**config.mk**
```make
export PLATFORM = sky130hd
export DESIGN_NAME = shift_arbiter_ctrl
export DESIGN_NICKNAME = d
export VERILOG_FILES = /design/src/rtl/shift_pkg.sv /design/src/rtl/shift_core.sv /design/src/rtl/shift_arbiter_ctrl.sv
export SDC_FILE = /design/constraint.sdc
export NUM_CORES = 1
export LEC_CHECK = 0
export CAP_MARGIN = 20
export CORE_ASPECT_RATIO = 1.2
export CORE_MARGIN = 10
export CORE_UTILIZATION = 45
export DETAILED_ROUTE_END_ITERATION = 12
export HOLD_SLACK_MARGIN = 0.15
export PLACE_DENSITY = 0.78
export SYNTH_ARGS = -nofsm -noshare
export SYNTH_HDL_FRONTEND = slang
export SYNTH_SLANG_ARGS = --single-unit
```
**constraint.sdc**
```tcl
create_clock -name clk -period 2.66 [get_ports clk]
set_input_delay 0.532 -clock clk [delete_from_list [all_inputs] [get_ports clk]]
set_output_delay 0.532 -clock clk [all_outputs]
set_load 0.005 [all_outputs]
```
**src/rtl/shift_pkg.sv**
```systemverilog
// Shared types and sizes for the shift arbiter controller and its shift core.
package shift_pkg;

    localparam int SHIFT_WIDTH = 16;
    localparam int SHIFT_CNT_W = 4;

    typedef enum logic [1:0] {
        SLL = 2'b00,
        SRL = 2'b01,
        SRA = 2'b10,
        ROL = 2'b11
    } shift_op_e;

    typedef enum logic {
        EMPTY = 1'b0,
        FULL  = 1'b1
    } arb_state_e;

endpackage

```
**src/rtl/shift_core.sv**
```systemverilog
// Combinational 16-bit shifter: SLL / SRL / SRA / ROL.
// Rotate logic exists only when SHIFT_ARB_ROTATE_EN is defined; otherwise ROL passes the operand and flags err.
module shift_core
    import shift_pkg::*;
#(
    parameter int WIDTH = SHIFT_WIDTH,
    parameter int CNT_W = SHIFT_CNT_W
) (
    input  logic [WIDTH-1:0] in_data,
    input  logic [CNT_W-1:0] cnt,
    input  shift_op_e        op,
    output logic [WIDTH-1:0] out_data,
    output logic             err
);

`ifdef SHIFT_ARB_ROTATE_EN
    logic [2*WIDTH-1:0] rot_full;
    assign rot_full = {in_data, in_data} << cnt;
`endif

    always_comb begin
        out_data = in_data;
        err      = 1'b0;
        case (op)
            SLL: out_data = in_data << cnt;
            SRL: out_data = in_data >> cnt;
            SRA: out_data = $signed(in_data) >>> cnt;
`ifdef SHIFT_ARB_ROTATE_EN
            ROL: out_data = rot_full[2*WIDTH-1:WIDTH];
`else
            ROL: err = 1'b1;
`endif
            default: out_data = in_data;
        endcase
    end

endmodule

```
**src/rtl/shift_arbiter_ctrl.sv**
```systemverilog
// Round-robin arbiter sharing one shift_core between two requesters, with a one-entry tagged result buffer.
// Optional rotate support: define SHIFT_ARB_ROTATE_EN.
module shift_arbiter_ctrl
    import shift_pkg::*;
#(
    parameter int WIDTH = SHIFT_WIDTH,
    parameter int CNT_W = SHIFT_CNT_W
) (
    input  logic             clk,
    input  logic             rst,
    input  logic             req0_valid,
    output logic             req0_ready,
    input  logic [WIDTH-1:0] req0_in,
    input  logic [CNT_W-1:0] req0_cnt,
    input  logic [1:0]       req0_op,
    input  logic             req1_valid,
    output logic             req1_ready,
    input  logic [WIDTH-1:0] req1_in,
    input  logic [CNT_W-1:0] req1_cnt,
    input  logic [1:0]       req1_op,
    output logic             res_valid,
    input  logic             res_ready,
    output logic [WIDTH-1:0] res_data,
    output logic             res_id,
    output logic             res_err
);

    arb_state_e       state_q, state_d;
    logic             rr_ptr_q, rr_ptr_d;
    logic [WIDTH-1:0] res_data_q, res_data_d;
    logic             res_id_q, res_id_d;
    logic             res_err_q, res_err_d;

    logic             win_sel;
    logic             grant;
    logic [WIDTH-1:0] sel_in;
    logic [CNT_W-1:0] sel_cnt;
    logic [1:0]       sel_op;
    logic [WIDTH-1:0] core_out;
    logic             core_err;

    shift_core #(.WIDTH(WIDTH), .CNT_W(CNT_W)) u_core (
        .in_data  (sel_in),
        .cnt      (sel_cnt),
        .op       (shift_op_e'(sel_op)),
        .out_data (core_out),
        .err      (core_err)
    );

    always_comb begin
        // With a single valid requester it wins; rr_ptr only breaks ties.
        win_sel = (req0_valid && req1_valid) ? rr_ptr_q : req1_valid;
        grant   = (req0_valid || req1_valid) && ((state_q == EMPTY) || res_ready) && !rst;

        sel_in  = win_sel ? req1_in  : req0_in;
        sel_cnt = win_sel ? req1_cnt : req0_cnt;
        sel_op  = win_sel ? req1_op  : req0_op;

        req0_ready = grant && !win_sel;
        req1_ready = grant && win_sel;

        state_d    = state_q;
        rr_ptr_d   = rr_ptr_q;
        res_data_d = res_data_q;
        res_id_d   = res_id_q;
        res_err_d  = res_err_q;

        if (grant) begin
            state_d    = FULL;
            rr_ptr_d   = !win_sel;
            res_data_d = core_out;
            res_id_d   = win_sel;
            res_err_d  = core_err;
        end else if (res_ready) begin
            state_d = EMPTY;
        end
    end

    always_ff @(posedge clk) begin
        if (rst) begin
            state_q    <= EMPTY;
            rr_ptr_q   <= 1'b0;
            res_data_q <= '0;
            res_id_q   <= 1'b0;
            res_err_q  <= 1'b0;
        end else begin
            state_q    <= state_d;
            rr_ptr_q   <= rr_ptr_d;
            res_data_q <= res_data_d;
            res_id_q   <= res_id_d;
            res_err_q  <= res_err_d;
        end
    end

    assign res_valid = (state_q == FULL);
    assign res_data  = res_data_q;
    assign res_id    = res_id_q;
    assign res_err   = res_err_q;

endmodule
```
Word-level counts from Yosys, hierarchy flattened
Index checks and enable logic that the tools add are counted.
- register bits: 20
- input bits: 49
- output and inout bits: 21
- word-level logic and storage cells: 31
- equality and inequality tests: 3
- shifts and indexed selects: 3
- mux-type cells: 8
- bitwise logic cells: 1
- reduce and logical (&&, ||, !) cells: 11
- operators with widths (kind ; count):
    $pmux W16 S3 ; 1
    $mux W16 ; 1
    $shl A16 B4 Y16 ; 1
    $shr A16 B4 Y16 ; 1
    $sshr A16 B4 Y16 ; 1
    $logic_and A1 B1 Y1 ; 5
    $eq A2 B2 Y1 const B ; 2
    $mux W1 ; 4
    $mux W4 ; 1
    $eq A2 B1 Y1 const B ; 1
    $logic_not A1 Y1 ; 2
    $logic_not A2 Y1 ; 1
    $logic_or A1 B1 Y1 ; 2
    $mux W2 ; 1
    $reduce_bool A2 Y1 ; 1
    $not A1 Y1 ; 1

Logic depth before layout (Yosys ltp)
Gate-level depths: netlist (run 1).
- word-level depth: 5
- depth in mapped cells: 10
- gate-level depth less buffers: 7

By module
A second synthesis (run 1) with hierarchy kept.
- cells, all modules: 323
- area total of the unflattened synthesis: 2915.3 um2
- by module, submodules not included (module ; times used ; cells each ; area an instance (um2) ; sequential area each (um2)):
    shift_core ; 1 ; 227 ; 1783.0 ; 0.0
    shift_arbiter_ctrl ; 1 ; 96 ; 1132.3 ; 400.4

Least setup slack after synthesis (run 1)
Ideal clock, no wire load.
- kind: in2out
- from: in rst
- to: out req0_ready
- arrival time: 1637 ps
- required time: 2128 ps
- setup slack: 491 ps
- cell stages on the path: 5
- path buffers: 3
- cell sequence: clkbuf_1 > or3_1 > clkbuf_1 > clkbuf_1 > nor2_1
- longest elaborated chain between the ends: 3
- ends and longest elaborated chain (element ; line ; text):
    from (decl) ; shift_arbiter_ctrl.sv:10 ; input logic rst,
    $logic_not A1 Y1 ; shift_arbiter_ctrl.sv:53 ; grant = (req0_valid || req1_valid) && ((state_q == EMPTY) || res_ready) && !rst;
    $logic_and A1 B1 Y1 ; shift_arbiter_ctrl.sv:53 ;
    $logic_and A1 B1 Y1 ; shift_arbiter_ctrl.sv:59 ; req0_ready = grant && !win_sel;
    to (decl) ; shift_arbiter_ctrl.sv:12 ; output logic req0_ready,
No other way between the ends.

Worst setup path in the final report (run 1)
- from: in req0_cnt[0]
- to: reg res_data_q[10], in the netlist res_data[10]
- longest elaborated chain between the ends: 3
- elaborated cells on any way between the ends: 5
- those cells by class: shift: 3; mux: 2
- ends and longest elaborated chain (element ; line ; text):
    from (decl) ; shift_arbiter_ctrl.sv:14 ; input logic [CNT_W-1:0] req0_cnt,
    $mux W4 * ; shift_arbiter_ctrl.sv:56 ; sel_cnt = win_sel ? req1_cnt : req0_cnt;
    $sshr A16 B4 Y16 (tied with other cells) ; shift_core.sv:27 ; SRA: out_data = $signed(in_data) >>> cnt;
    $pmux W16 S3 * ; shift_core.sv:24 ; case (op)
    to (signal assigned) ; shift_arbiter_ctrl.sv:89 ; res_data_q <= res_data_d;
    to (decl) ; shift_arbiter_ctrl.sv:30 ; logic [WIDTH-1:0] res_data_q, res_data_d;
Mark *: on every way between the ends. The rest lies on a longest branch, timed or not.
A chain may end at the register's enable or synchronous reset.

==> results of run 1 <==
-- sequential cells by signal, indices dropped and copies added (netlist names) --
name / flops
res_data: 16
res_err: 1
res_id: 1
res_valid: 1
rr_ptr_q: 1
-- cell usage after synthesis, types with 6 or more instances --
master / count
mux2i_1: 64
a21oi_1: 48
nor2_1: 42
nand2_1: 41
nor3_1: 32
o21ai_0: 22
dfxtp_1: 20
mux2_2: 20
a31oi_1: 15
buf_2: 15
buf_4: 14
clkbuf_1: 12
nand3_1: 12
a211oi_1: 10
nand2b_1: 10
o211ai_1: 8
o22ai_1: 7
a221oi_1: 6
mux4_2: 6
nand4_1: 6
o21ai_1: 6
-- timing repair --
| item | in CTS | in global routing |
|---|---|---|
| setup endpoints to repair | 15 | 14 |
| resized for setup | 19 | 11 |
| setup buffers | 7 | 1 |
| pin swaps | 5 | 6 |
-- final cells by class --
class                      instances  area [um2]  area share, %
multi-input combinational        448        3250           54.4
tap                              114         143           2.38
clock buffer                       4        55.1          0.920
sequential                        20         400           6.69
timing repair buffer             239        2110           35.2
inverter                           7        26.3          0.439
-- power breakdown --
group,internal [mW],total (mW),switching (mW)
Combinational,0.651,1.34,0.694
Clock,0.132,0.244,0.112
Sequential,0.330,0.349,0.0189
Total,1.11,1.94,0.825
-- critical path, delay by kind of cell --
kind,cells,cell delay (ps)
buffers and inverters,3,820
multiplexers,1,210
AND/OR/NAND/NOR,1,170
AO/OA/AOI/OAI,4,1040
-- layout by cell type, fill, tap and decap left out, drive strengths merged, types with 4 or more instances in the layout --
master / count
buf: 171
mux2i: 64
clkdlybuf4s50: 63
a21oi: 50
nor2: 45
nand2: 43
nor3: 32
o21ai: 29
mux2: 22
dfxtp: 20
a31oi: 15
nand3: 14
a211oi: 10
nand2b: 10
o211ai: 8
o22ai: 7
a221oi: 7
inv: 7
nand4: 6
mux4: 6
and3: 6
nor2b: 5
o31ai: 5
a21o: 5
clkbuf: 4
a2111oi: 4
-- routing by layer --
layer	track usage, %	up-vias
met5	0	-
met1	35.5	2564
li1	-	2427
met3	5.47	86
met2	48.9	410
met4	12.5	0
-- cells by family after synthesis --
family / count (synthesis)
muxes: 92
AOI/OAI and AO/OA: 179
DFF: 20
buffers and inverters: 53
and+or+nand+nor: 177
-- worst paths after layout --
path | startpoint | to | slack [ps]
min | res_id | res_id | 480
max | req0_cnt[0] | res_data[10] | 50
min reg2reg | res_id | res_id | 480
max reg2reg | rr_ptr_q | res_data[13] | 160
==> run metrics, run 1 <==
post-synth top area cell mux2i_1; CP endpoint kind flop; Worst setup SP type input pin; synthesized area 3860 um2; largest family of logic cells by synthesized area compound AO/OA/AOI/OAI gates; final wirelength 19.4 mm; post-synthesis mux area share 26.6%; DP Wirelength 15.5 mm; Final Max Tran Viols 0; compound-gate portion of the synthesized area 32.4%; Post-synth ARST share 0%; Die X 105 um; status finished, final reports clean; crit path cell chain clkdlybuf4s50_1 > buf_4 > buf_8 > and2_1 > a221oi_1 > a31oi_1 > mux2i_1 > a2111o_1 > a311oi_2; core area 8240 um2; Skew-Pair Late Insertion Delay 270 ps; Mapped Nets 570; worst vdd rail ir drop 0.358 mV; P_leak 2.56 nW; Final Power 1.94 mW; Setup WS pre-CTS -444 ps; metal3 WL 2.09 mm; Hold WS 484 ps; grt total ovfl 0; post-synth top area share 16.6%; first-pass GRT wire length 29.9 mm; simple-gate share of the synthesized area 22.9%; DRT iter0 DRCs 650; RSZ-0062 raised after global routing true; min Tclk post-route 2610 ps; Total GRT Usage 29.1%; distinct cell type count after synthesis 77; Seq cells post-synth 20; synth warn 0; Post-CTS Hold Buffers 0; setup violators final 0; syn avg cell area 7.41 um2; largest net degree at the start of global routing 26; I/O pin total 70; Cells after DPL 820; relative slew slack 66.6%; placed cell area 5750 um2; synthesized instance count 521; pwr/cell area 324 nW/um2; max incr delay on CP 480 ps; clock-pin slew on the worst setup and hold paths 80 ps; Critical Path AT 2790 ps; diodes inserted 0; Final Hold Violating Endpoints 0; FILL cells 646; Die Height 121 um; CP max FO 19; Finished Layout Cells 832; Post-synth EDFFs 0; Top FF cell, synth dfxtp_1; Core Rows 36; reg2reg path depth 8; Area contributors post-synth mux2i_1 (17%), dfxtp_1 (10%), a21oi_1 (6.2%); setup TNS 0 ps; Port Buffers 69; Final WS setup 52.0 ps; DR vias 5487; Tightest Pin Transition 499 ps; Hold WC Path Type reg2reg; uppermost layer routed met4; Post-Synth Adder-Cell Area 0%; CTS buffer count 3; Max Fclk 0.383 GHz; Setup Skew 5.16 ps; layout cells sized above 1 32.9%; fin util 72.6%; crit path kind in2reg; # DRC 0; clk sink count 20; Avg WL per Cell 23.4 um; Synth Area in XOR/XNOR 0%; die area 12700 um2; CTS Buffer Depth 2; share of the yosys chip area belonging to registers 10.4%; initial antenna violation count 0; Post-Route M1 WL 7.49 mm; vias in the first global route 5312; Routed Antenna Nets 0; area grow syn2layout 55.0%; critical path required time 2840 ps; initial core utilization 46.9%; CTS tree done; Final Cycle Share 98.0%; GP Congestion 1.08; Hold Path Depth 2; vias per inst 6.59; NumNets Final 768; Initial DRT Pass Iterations 6; root buf cell clkbuf_8; CP max stage cell a2111o_1; H-tree level count 1; Final Instance Area 5990 um2; wire length on met2 9.00 mm; Max Cap Violations 0
Note: power is estimated with default switching activity, not from simulation.
==> inputs of run 2 (changes only) <==
--- a/config.mk
+++ b/config.mk
@@ -5,6 +5,7 @@
 export SDC_FILE = /design/constraint.sdc
 export NUM_CORES = 1
 export LEC_CHECK = 0
+export ABC_CLOCK_PERIOD_IN_PS = 2660
 export CAP_MARGIN = 20
 export CORE_ASPECT_RATIO = 1.2
 export CORE_MARGIN = 10
==> results of run 2 <==
Same layout as run 1: the final DEF is identical, and so are final timing and power.
